==> src/rtl/fp_subtractor_seq_pkg.sv <==
// Shared binary32 helpers for the sequential subtractor: field/class types,
// well-known constants, the operand classifier and the FSM state encoding.
package fp_subtractor_seq_pkg;

  typedef struct packed {
    logic        sign;
    logic [7:0]  exp;
    logic [22:0] frac;
  } fp_fields_t;

  typedef enum logic [2:0] {
    ZERO,
    NORMAL,
    INF,
    QNAN,
    SNAN
  } fp_class_e;

  typedef enum logic [2:0] {
    S_IDLE,
    S_ALIGN,
    S_ADDSUB,
    S_NORM,
    S_ROUND,
    S_DONE
  } fsm_state_e;

  localparam logic [31:0] FP_QNAN    = 32'h7FC0_0000;
  localparam logic [31:0] FP_POS_INF = 32'h7F80_0000;
  localparam int          FP_BIAS    = 127;

  // Exponent-0 operands classify as ZERO so denormals are flushed.
  function automatic fp_class_e fp_classify(input logic exp_ones, input logic exp_zero,
                                            input logic frac_zero, input logic frac_msb);
    fp_class_e cls;
    if (exp_zero) begin
      cls = ZERO;
    end else if (!exp_ones) begin
      cls = NORMAL;
    end else if (frac_zero) begin
      cls = INF;
    end else if (frac_msb) begin
      cls = QNAN;
    end else begin
      cls = SNAN;
    end
    return cls;
  endfunction

endpackage

==> src/rtl/fp_align_shifter.sv <==
// Combinational right shift of the {hidden,frac,G,R,S} field; every bit shifted
// out is ORed into the sticky LSB so rounding still sees it.
module fp_align_shifter #(
  parameter int FW = 27,
  parameter int SW = 8
) (
  input  logic [FW-1:0] i_data,
  input  logic [SW-1:0] i_shamt,
  output logic [FW-1:0] o_data
);

  logic          w_lost;
  logic [FW-1:0] w_shr;

  // Collect the bits that fall off the bottom and shift the rest down.
  always_comb begin
    w_lost = 1'b0;
    for (int i = 0; i < FW; i++) begin
      if (i < int'(i_shamt)) begin
        w_lost = w_lost | i_data[i];
      end else begin
        w_lost = w_lost;
      end
    end
    w_shr = i_data >> i_shamt;
  end

  assign o_data = {w_shr[FW-1:1], w_shr[0] | w_lost};

endmodule

==> src/rtl/fp_subtractor_seq.sv <==
// Multi-cycle IEEE-754 subtractor (result = op_a - op_b) on a valid/ready stream.
// op_b is negated at capture; the FSM then aligns, adds, normalises and rounds.
module fp_subtractor_seq
  import fp_subtractor_seq_pkg::*;
#(
  parameter int MANTISSA_SIZE = 23,
  parameter int EXPONENT_SIZE = 8
) (
  input  logic                                   clk,
  input  logic                                   rst_n,
  input  logic                                   in_valid,
  output logic                                   in_ready,
  input  logic [EXPONENT_SIZE+MANTISSA_SIZE:0]   op_a,
  input  logic [EXPONENT_SIZE+MANTISSA_SIZE:0]   op_b,
  output logic                                   out_valid,
  input  logic                                   out_ready,
  output logic [EXPONENT_SIZE+MANTISSA_SIZE:0]   result,
  output logic [3:0]                             flags
);

  localparam int M  = MANTISSA_SIZE;
  localparam int E  = EXPONENT_SIZE;
  localparam int W  = 1 + E + M;
  localparam int FW = M + 4;
  localparam int XW = E + 2;

  localparam logic [W-1:0]  QNAN_C    = {1'b0, {E{1'b1}}, 1'b1, {(M-1){1'b0}}};
  localparam logic [XW-1:0] EXP_MAX_C = {2'b00, {E{1'b1}}};
  localparam logic [XW-1:0] EXP_ONE_C = {{(XW-1){1'b0}}, 1'b1};

  fsm_state_e    r_state;
  logic          r_in_ready, r_out_valid;
  logic [W-1:0]  r_result;
  logic [3:0]    r_flags;
  logic          r_a_sign, r_b_sign;
  logic [E-1:0]  r_a_exp, r_b_exp;
  logic [M-1:0]  r_a_frac, r_b_frac;
  logic          r_sign, r_sub;
  logic [XW-1:0] r_exp;
  logic [FW-1:0] r_mant_a, r_mant_b;
  logic [FW:0]   r_mant;

  logic          w_a_sign, w_b_sign;
  logic [E-1:0]  w_a_exp, w_b_exp;
  logic [M-1:0]  w_a_frac, w_b_frac;
  fp_class_e     w_a_cls, w_b_cls;
  logic          w_a_nan, w_b_nan;
  logic          w_special, w_spec_invalid;
  logic [W-1:0]  w_spec_result;

  assign w_a_sign = op_a[W-1];
  assign w_a_exp  = op_a[W-2:M];
  assign w_a_frac = op_a[M-1:0];
  assign w_b_sign = ~op_b[W-1];
  assign w_b_exp  = op_b[W-2:M];
  assign w_b_frac = op_b[M-1:0];
  assign w_a_cls  = fp_classify(&w_a_exp, ~|w_a_exp, ~|w_a_frac, w_a_frac[M-1]);
  assign w_b_cls  = fp_classify(&w_b_exp, ~|w_b_exp, ~|w_b_frac, w_b_frac[M-1]);
  assign w_a_nan  = (w_a_cls == QNAN) || (w_a_cls == SNAN);
  assign w_b_nan  = (w_b_cls == QNAN) || (w_b_cls == SNAN);

  // Operand pairs resolved without the datapath (signs are post-negation).
  always_comb begin
    w_special      = 1'b1;
    w_spec_invalid = 1'b0;
    w_spec_result  = {W{1'b0}};
    if (w_a_nan || w_b_nan) begin
      w_spec_result  = QNAN_C;
      w_spec_invalid = (w_a_cls == SNAN) || (w_b_cls == SNAN);
    end else if ((w_a_cls == INF) && (w_b_cls == INF)) begin
      if (w_a_sign != w_b_sign) begin
        w_spec_result  = QNAN_C;
        w_spec_invalid = 1'b1;
      end else begin
        w_spec_result = {w_a_sign, {E{1'b1}}, {M{1'b0}}};
      end
    end else if (w_a_cls == INF) begin
      w_spec_result = {w_a_sign, {E{1'b1}}, {M{1'b0}}};
    end else if (w_b_cls == INF) begin
      w_spec_result = {w_b_sign, {E{1'b1}}, {M{1'b0}}};
    end else if ((w_a_cls == ZERO) && (w_b_cls == ZERO)) begin
      w_spec_result = {w_a_sign & w_b_sign, {(W-1){1'b0}}};
    end else if (w_a_cls == ZERO) begin
      w_spec_result = {w_b_sign, w_b_exp, w_b_frac};
    end else if (w_b_cls == ZERO) begin
      w_spec_result = {w_a_sign, w_a_exp, w_a_frac};
    end else begin
      w_special = 1'b0;
    end
  end

  logic          w_swap, w_l_sign;
  logic [E-1:0]  w_l_exp, w_s_exp, w_diff;
  logic [M-1:0]  w_l_frac, w_s_frac;
  logic [FW-1:0] w_b_aligned;

  assign w_swap   = {r_b_exp, r_b_frac} > {r_a_exp, r_a_frac};
  assign w_l_sign = w_swap ? r_b_sign : r_a_sign;
  assign w_l_exp  = w_swap ? r_b_exp  : r_a_exp;
  assign w_l_frac = w_swap ? r_b_frac : r_a_frac;
  assign w_s_exp  = w_swap ? r_a_exp  : r_b_exp;
  assign w_s_frac = w_swap ? r_a_frac : r_b_frac;
  assign w_diff   = w_l_exp - w_s_exp;

  fp_align_shifter #(.FW(FW), .SW(E)) u_align (
    .i_data  ({1'b1, w_s_frac, 3'b000}),
    .i_shamt (w_diff),
    .o_data  (w_b_aligned)
  );

  logic [FW:0]   w_sum, w_shl;
  logic [XW-1:0] w_exp_dec, w_exp_rnd;
  logic [M:0]    w_mant;
  logic [M+1:0]  w_mant_rnd;
  logic [M-1:0]  w_frac_rnd;
  logic          w_rnd_up, w_inexact;

  assign w_sum      = r_sub ? ({1'b0, r_mant_a} - {1'b0, r_mant_b})
                            : ({1'b0, r_mant_a} + {1'b0, r_mant_b});
  assign w_shl      = {r_mant[FW-1:0], 1'b0};
  assign w_exp_dec  = r_exp - EXP_ONE_C;
  // Round-to-nearest-even on the G,R,S tail of the normalised field.
  assign w_mant     = r_mant[FW-1:3];
  assign w_rnd_up   = r_mant[2] & (r_mant[1] | r_mant[0] | w_mant[0]);
  assign w_inexact  = r_mant[2] | r_mant[1] | r_mant[0];
  assign w_mant_rnd = {1'b0, w_mant} + {{(M+1){1'b0}}, w_rnd_up};
  assign w_exp_rnd  = w_mant_rnd[M+1] ? (r_exp + EXP_ONE_C) : r_exp;
  assign w_frac_rnd = w_mant_rnd[M+1] ? w_mant_rnd[M:1] : w_mant_rnd[M-1:0];

  // Control FSM with registered handshake outputs and result.
  always_ff @(posedge clk) begin
    if (!rst_n) begin
      r_state     <= S_IDLE;
      r_in_ready  <= 1'b1;
      r_out_valid <= 1'b0;
      r_result    <= {W{1'b0}};
      r_flags     <= 4'b0000;
      r_a_sign    <= 1'b0;
      r_b_sign    <= 1'b0;
      r_a_exp     <= {E{1'b0}};
      r_b_exp     <= {E{1'b0}};
      r_a_frac    <= {M{1'b0}};
      r_b_frac    <= {M{1'b0}};
      r_sign      <= 1'b0;
      r_sub       <= 1'b0;
      r_exp       <= {XW{1'b0}};
      r_mant_a    <= {FW{1'b0}};
      r_mant_b    <= {FW{1'b0}};
      r_mant      <= {(FW+1){1'b0}};
    end else begin
      case (r_state)
        S_IDLE: begin
          if (in_valid && r_in_ready) begin
            r_in_ready <= 1'b0;
            if (w_special) begin
              r_result    <= w_spec_result;
              r_flags     <= {w_spec_invalid, 3'b000};
              r_out_valid <= 1'b1;
              r_state     <= S_DONE;
            end else begin
              r_a_sign <= w_a_sign;
              r_a_exp  <= w_a_exp;
              r_a_frac <= w_a_frac;
              r_b_sign <= w_b_sign;
              r_b_exp  <= w_b_exp;
              r_b_frac <= w_b_frac;
              r_state  <= S_ALIGN;
            end
          end
        end
        S_ALIGN: begin
          r_mant_a <= {1'b1, w_l_frac, 3'b000};
          r_mant_b <= w_b_aligned;
          r_sign   <= w_l_sign;
          r_sub    <= r_a_sign ^ r_b_sign;
          r_exp    <= {2'b00, w_l_exp};
          r_state  <= S_ADDSUB;
        end
        S_ADDSUB: begin
          if (w_sum == {(FW+1){1'b0}}) begin
            r_result    <= {W{1'b0}};
            r_flags     <= 4'b0000;
            r_out_valid <= 1'b1;
            r_state     <= S_DONE;
          end else begin
            r_mant  <= w_sum;
            r_state <= S_NORM;
          end
        end
        S_NORM: begin
          if (r_mant[FW]) begin
            r_mant  <= {1'b0, r_mant[FW:2], r_mant[1] | r_mant[0]};
            r_exp   <= r_exp + EXP_ONE_C;
            r_state <= S_ROUND;
          end else if (r_mant[FW-1]) begin
            r_state <= S_ROUND;
          end else if (w_exp_dec == {XW{1'b0}}) begin
            r_result    <= {r_sign, {(W-1){1'b0}}};
            r_flags     <= 4'b0011;
            r_out_valid <= 1'b1;
            r_state     <= S_DONE;
          end else begin
            // Leave NORM on the same cycle the hidden bit arrives.
            r_mant <= w_shl;
            r_exp  <= w_exp_dec;
            if (w_shl[FW-1]) begin
              r_state <= S_ROUND;
            end
          end
        end
        S_ROUND: begin
          if (w_exp_rnd >= EXP_MAX_C) begin
            r_result <= {r_sign, {E{1'b1}}, {M{1'b0}}};
            r_flags  <= 4'b0101;
          end else begin
            r_result <= {r_sign, w_exp_rnd[E-1:0], w_frac_rnd};
            r_flags  <= {3'b000, w_inexact};
          end
          r_out_valid <= 1'b1;
          r_state     <= S_DONE;
        end
        S_DONE: begin
          if (out_ready) begin
            r_out_valid <= 1'b0;
            r_in_ready  <= 1'b1;
            r_state     <= S_IDLE;
          end
        end
        default: begin
          r_out_valid <= 1'b0;
          r_in_ready  <= 1'b1;
          r_state     <= S_IDLE;
        end
      endcase
    end
  end

  assign in_ready  = r_in_ready;
  assign out_valid = r_out_valid;
  assign result    = r_result;
  assign flags     = r_flags;

endmodule

==> config.mk <==
export PLATFORM = sky130hd
export DESIGN_NAME = fp_subtractor_seq
export DESIGN_NICKNAME = d
export VERILOG_FILES = /design/src/rtl/fp_subtractor_seq_pkg.sv /design/src/rtl/fp_align_shifter.sv /design/src/rtl/fp_subtractor_seq.sv
export SDC_FILE = /design/constraint.sdc
export NUM_CORES = 1
export LEC_CHECK = 0
export BUFFER_PORTS_ARGS = -buffer_cell sky130_fd_sc_hd__buf_4
export CAP_MARGIN = 20
export CORE_ASPECT_RATIO = 1.4
export CORE_MARGIN = 8
export CORE_UTILIZATION = 65
export CTS_CLUSTER_SIZE = 30
export DETAILED_ROUTE_END_ITERATION = 8
export PLACE_DENSITY_LB_ADDON = 0.08
export SLEW_MARGIN = 0
export SYNTH_ARGS = -nofsm -noshare
export SYNTH_HDL_FRONTEND = slang
export SYNTH_SLANG_ARGS = --single-unit
==> constraint.sdc <==
create_clock -name clk -period 12 [get_ports clk]
set_input_delay 0.6 -clock clk [delete_from_list [all_inputs] [get_ports clk]]
set_output_delay 0.6 -clock clk [all_outputs]
set_load 0.02 [all_outputs]
Word-level counts from Yosys, hierarchy flattened

Cells that the tools add are included.

Output and inout bits: 38
Bits of input ports: 68
Register bits: 196

$lt $le $gt $ge: 26
Multiplexer cells: 103
Equality and inequality tests: 23
Reduce and logical (&&, ||, !) cells: 30
Shift operators: 1
Bitwise operators: 34
$add $sub $neg: 6

Operators with widths:

| operator           | count |
|---|---|
| $mux 32            | 14 |
| $pmux 32 s4        | 1 |
| $lt 5x8->1 const A | 11 |
| $mux 27            | 3 |
| $mux 23            | 3 |
| $lt 4x8->1 const A | 8 |
| $mux 28            | 2 |
| $pmux 28 s2        | 1 |
| $mux 3             | 17 |
| $reduce_or 23->1   | 2 |
| $mux 1             | 44 |
| $mux 10            | 4 |
| $lt 3x8->1 const A | 4 |
| $gt 31x31->1       | 1 |
| $mux 31            | 1 |
| $add 27x27->28     | 1 |
| $logic_not 28->1   | 1 |
| $sub 27x27->28     | 1 |
| $or 1x1->1         | 27 |
| $shr 27x8->27      | 1 |
| $add 24x1->25      | 1 |
| $mux 4             | 6 |
| $reduce_and 8->1   | 3 |
| $pmux 10 s2        | 1 |
| 32 further kinds   | 65 |

Longest topological paths before layout

Depth in word-level cells: 51
Depth in mapped cells: 27
Depth with buffers taken out: 20

Modules after synthesis

Synthesis repeated with hierarchy kept, for this count alone.

Cells, all modules: 2299
Area, all modules: 16764.8 µm²

By module, submodules not included:

| module            | area each (µm²) | cells an instance | instances |
|---|---|---|---|
| fp_subtractor_seq | 14625.3         | 2011              | 1 |
| fp_align_shifter  | 2139.6          | 288               | 1 |

Least setup slack after synthesis

No wires, ideal clock.

Kind: register to register
From: register r_a_frac[22]
To: register r_mant_b[0]
Buffers on the path: 6
Path slack: 6.451 ns
Period minus slack after synthesis: 5.549 ns
Data arrival time: 5.409 ns
Required time: 11.860 ns
Stages on the path, launching flop included: 23
Setup time: 0.140 ns
Path through: dfxtp_1 > inv_1 > ha_1 > nand4_1 > nor3_1 > or3b_2 > a21oi_2 > buf_6 > buf_6 > buf_4 > buf_2 > buf_1 > mux2_2 > ha_1 > a21oi_1 > o31ai_1 > or4_1 > buf_6 > a211oi_2 > a21oi_1 > or4b_1 > o41ai_2 > a221oi_1

Longest elaborated chain between the ends: 51
Elaborated cells between the ends (all ways): 77
Classes of those cells: add/sub (1); order compare (25); shift (1); mux (27); bitwise (23)

RTL lines:

| item                      | line                                              | RTL |
|---|---|---|
| from (decl)               | fp_subtractor_seq.sv:37                           | `logic [M-1:0] r_a_frac, r_b_frac;` |
| from (signal assigned)    | fp_subtractor_seq.sv:142                          | `r_a_frac <= {M{1'b0}};` |
| from (signal assigned)    | fp_subtractor_seq.sv:163                          | `r_a_frac <= w_a_frac;` |
| $gt 31x31->1              | fp_subtractor_seq.sv:97                           | `assign w_swap = {r_b_exp, r_b_frac} > {r_a_exp, r_a_frac};` |
| $mux 8 (on tied branches) | fp_subtractor_seq.sv:99, fp_subtractor_seq.sv:101 |  |
| $sub 8x8->8               | fp_subtractor_seq.sv:103                          | `assign w_diff = w_l_exp - w_s_exp;` |
| $lt 2x8->1                | fp_align_shifter.sv:19                            | `if (i < int'(i_shamt)) begin` |
| $mux 1                    | fp_align_shifter.sv:19                            |  |
| $or 1x1->1                | fp_align_shifter.sv:20                            | `w_lost = w_lost \| i_data[i];` |
| $mux 1                    | fp_align_shifter.sv:19                            |  |
| $or 1x1->1                | fp_align_shifter.sv:20                            |  |
| [... 34 more ...]         | n/a                                               |  |
| $mux 1                    | fp_align_shifter.sv:19                            |  |
| $or 1x1->1                | fp_align_shifter.sv:20                            |  |
| $mux 1                    | fp_align_shifter.sv:19                            |  |
| $or 1x1->1                | fp_align_shifter.sv:20                            |  |
| $mux 1                    | fp_align_shifter.sv:19                            |  |
| $or 1x1->1                | fp_align_shifter.sv:20                            |  |
| $mux 1 (2 in series)      | fp_align_shifter.sv:19                            |  |
| $or 1x1->1 (*)            | fp_align_shifter.sv:28                            | `assign o_data = {w_shr[FW-1:1], w_shr[0] \| w_lost};` |
| to (signal assigned)      | fp_subtractor_seq.sv:148                          | `r_mant_b <= {FW{1'b0}};` |
| to (signal assigned)      | fp_subtractor_seq.sv:173                          | `r_mant_b <= w_b_aligned;` |
| to (decl)                 | fp_subtractor_seq.sv:40                           | `logic [FW-1:0] r_mant_a, r_mant_b;` |

Every way passes the cells marked *; elsewhere a longest branch is shown, timed or not.
A chain may end at the register's enable or synchronous reset.

Worst setup path in the final report

From: register r_a_exp[3]
To: register r_mant_b[0]

Longest elaborated chain between the ends: 51
Elaborated cells between the ends (all ways): 77
Classes of those cells: add/sub (1); order compare (25); shift (1); mux (27); bitwise (23)

RTL lines:

| item                      | line                                              | RTL |
|---|---|---|
| from (decl)               | fp_subtractor_seq.sv:36                           | `logic [E-1:0] r_a_exp, r_b_exp;` |
| from (signal assigned)    | fp_subtractor_seq.sv:140                          | `r_a_exp <= {E{1'b0}};` |
| from (signal assigned)    | fp_subtractor_seq.sv:162                          | `r_a_exp <= w_a_exp;` |
| $gt 31x31->1              | fp_subtractor_seq.sv:97                           |  |
| $mux 8 (on tied branches) | fp_subtractor_seq.sv:99, fp_subtractor_seq.sv:101 |  |
| $sub 8x8->8               | fp_subtractor_seq.sv:103                          |  |
| $lt 2x8->1                | fp_align_shifter.sv:19                            |  |
| $mux 1                    | fp_align_shifter.sv:19                            |  |
| $or 1x1->1                | fp_align_shifter.sv:20                            |  |
| $mux 1                    | fp_align_shifter.sv:19                            |  |
| $or 1x1->1                | fp_align_shifter.sv:20                            |  |
| [... 34 more ...]         | n/a                                               |  |
| $mux 1                    | fp_align_shifter.sv:19                            |  |
| $or 1x1->1                | fp_align_shifter.sv:20                            |  |
| $mux 1                    | fp_align_shifter.sv:19                            |  |
| $or 1x1->1                | fp_align_shifter.sv:20                            |  |
| $mux 1                    | fp_align_shifter.sv:19                            |  |
| $or 1x1->1                | fp_align_shifter.sv:20                            |  |
| $mux 1 (2 in series)      | fp_align_shifter.sv:19                            |  |
| $or 1x1->1 (*)            | fp_align_shifter.sv:28                            |  |

Marks and branches as above.

==> impl_results.md <==
- Vias: 17.6k
- 1st-pass router iterations: 6
- H-tree depth: 4
- Die area: 30,200 um^2
- P&R area growth vs syn: 8.17%
- Post-cts sizing count: 0
- Clock Skew: 16.5 ps
- Ys flop type: dfxtp_1
- Die height: 202 um
- Synthesized netlist cell count: 2,235
- Worst-margin pin slew: 1090 ps
- Area leader, netlist: dfxtp_1
- Area of the multi-input gates: 11,200 um^2
- Grt ovf: 0
- Slew margin rel.: 26.4%
- Final hold violation count: 0
- Initial DRC count: 1,929
- Placed wire-length estimate: 44.3 mm
- Setup slack at placement: 6170 ps
- Top cell type's share of synthesized area: 24.3%
- CTS Buf Count: 17
- Core area: 24,500 um^2
- Vias per Instance: 6.92
- DRC viols: 0
- Layout Nets: 2,367
- Clk Latency, worst-skew pair: 460 ps
- Fin crit share: 49.9%
- Vias in the first global route: 16.3k
- Cell area after synthesis: 16,100 um^2
- Worst hold-check slack: 335 ps
- Final setup violation count: 0
- Yosys cell types: 86
- Non-Filler Instances: 2,541
- Share of layout cells above drive strength 1: 9.57%
- CTS tree: built
- Post-synth net total: 2,390
- Minimum clock period: 5990 ps
- Asr flop ratio synth: 0%
- Drt total wl: 59.5 mm
- Commonest non-fill, non-tap cells in the layout: nand2_1, nor2_1, a21oi_1, dfxtp_1, o21ai_0
- Hold Path Stages: 2
- Hold buffer count at CTS: 0
- CTS Buffer Depth: 2
- Seq/Total Area, Yosys: 24.3%
- Initial Util: 65.8%
- Root buf cell: clkbuf_16
- # port buffers: 105
- Crit end category: flip-flop
- Worst reg-to-reg path cell count: 19
- Crit Path Max Fanout: 28
- Most common cell after layout, fill and taps aside: nand2_1
- Largest net degree at the start of global routing: 92
- Antenna Nets Post-Route: 0
- Pleak: 6.73 nW
- Number of antenna violations at the first check in global routing: 0
- Placed Cells incl. Taps: 2,507
- First-pass GRT wire length: 91.2 mm
- Register bit total from synthesis: 196
- Max-slew violation count: 0
- Row count: 68
- Max-cap violations: 0
- GRT Util Overall: 38.4%
- HP Class: in -> reg
- Post-synth EDFFs: 0
- Unrepaired setup endpoints after global routing: no
- Fin Setup TNS: 0 ps
- Register Area: 3920 um^2
- Status: finished, final reports clean
- Warnings from Yosys: 0
- Maximum VDD drop: 0.195 mV
- Final worst setup slack: 6010 ps
- Clk sinks: 196
- Post-CTS setup buffers: 0
- # IOs: 106
- RePlAce Congestion: 0.991
- CP Class: reg -> reg
- Worst endpoint data arrival time: 6270 ps
- PD cells: 294 nW/um^2
- WL per Instance: 23.4 um
- Fill cells: 2,108
- Clock transition at the registers of the reported paths: 80 ps
- Syn Area/Cell: 7.22 um^2
- Dominant cells by area after synthesis: dfxtp_1, ha_1, nand2_1
- Fmax: 167 MHz
- Die W: 149 um
- CP required: 12,280 ps
- Setup crit start kind: flip-flop
- Final Power: 5.12 mW
[registers in the layout (all words and copies together), names as in the netlist]
name	flops
out_valid	1
result	32
r_mant_b	27
r_b_frac	23
r_a_sign	1
r_mant	28
r_sign	1
r_exp	10
r_b_sign	1
r_a_frac	23
r_b_exp	8
in_ready	1
r_a_exp	8
r_sub	1
r_state	3
flags	4
r_mant_a	24
[synth_stat cells, drive strengths merged, types with 11 or more instances]
library cell	number
clkbuf	129
buf	39
a221oi	11
nand4	32
xnor2	27
a31oi	21
o211ai	13
nand3	81
a22oi	39
xor2	25
nor3	71
or3	15
a21oi	197
a311oi	11
mux2i	80
and3	25
nand2b	15
o22ai	43
o31ai	21
o21ai	131
a211oi	61
a21o	17
nand2	286
ha	86
dfxtp	196
nor4	31
nor2	217
and2	13
nor2b	20
inv	103
[layer usage]
layer	GRT usage (%)	routed length, um	part of all wire (%)
met2	62.7	27700	47
met3	6.58	5250	8.8
met4	25.8	4310	7.2
met1	45.2	22300	37
met5	0	0	0
[logic make-up (layout without fill, tap and decap cells)]
family                     count (synthesis)  in the layout  share of synthesized area, %
DFF                                      196            196                          24.3
muxes                                     99             99                          6.99
xor gates and xnor gates                  52             52                          2.82
and+or+nand+nor                          850            850                          24.7
adders and majority gates                 87             87                          6.79
AOI/OAI and AO/OA                        679            679                          27.7
buffers and inverters                    272            262                          6.69
other                                      0              1                             0
[cell type report]
type	count	share of cell area [%]
Antenna cell	1	0.0143
Clock buffer	19	2.54
Clock inverter	13	0.853
Inverter	104	2.25
Multi-Input combinational cell	1767	64.1
Sequential cell	196	22.5
Tap cell	315	2.26
Timing Repair Buffer	126	5.54
[worst max-delay path: stages, from the launching register on]
cell and delay (ps):
dfxtp_1 350, inv_1 90, ha_1 590, and4_1 390, o21ai_0 120, nand4b_1 120
o211ai_1 230, a21oi_4 500, mux2_2 400, ha_1 500, inv_2 550, nor2_1 240
a21oi_1 250, nor2_1 60, a22o_1 180, a2111oi_0 390, a311oi_1 100, a2111oi_0 430
o211a_1 220, a221oi_1 60
[worst paths after layout]
path / to / start / slack, ps
max: r_mant_b[0] / r_a_exp[3] / 6010
min: r_b_sign / op_b[31] / 330
max reg2reg: r_mant_b[0] / r_a_exp[3] / 6010
min reg2reg: r_a_exp[6] / r_a_exp[6] / 460
[where the power goes]
| group | internal (mW) | switching (mW) | total (mW) |
|---|---|---|---|
| Sequential | 0.794 | 0.231 | 1.02 |
| Combinational | 1.23 | 2.27 | 3.50 |
| Clock | 0.316 | 0.281 | 0.597 |
| Total | 2.34 | 2.78 | 5.12 |
[per-stage QoR]
stage / util [%] / instance area (um^2)
6_report: 71.2 / 17500
5_1_grt: 71.2 / 17400
4_1_cts: 71.1 / 17400
3_5_place_dp: 68.7 / 16800
3_3_place_gp: 68.7 / 16800
2_1_floorplan: - / 16100
(Power assumes the default switching activity.)
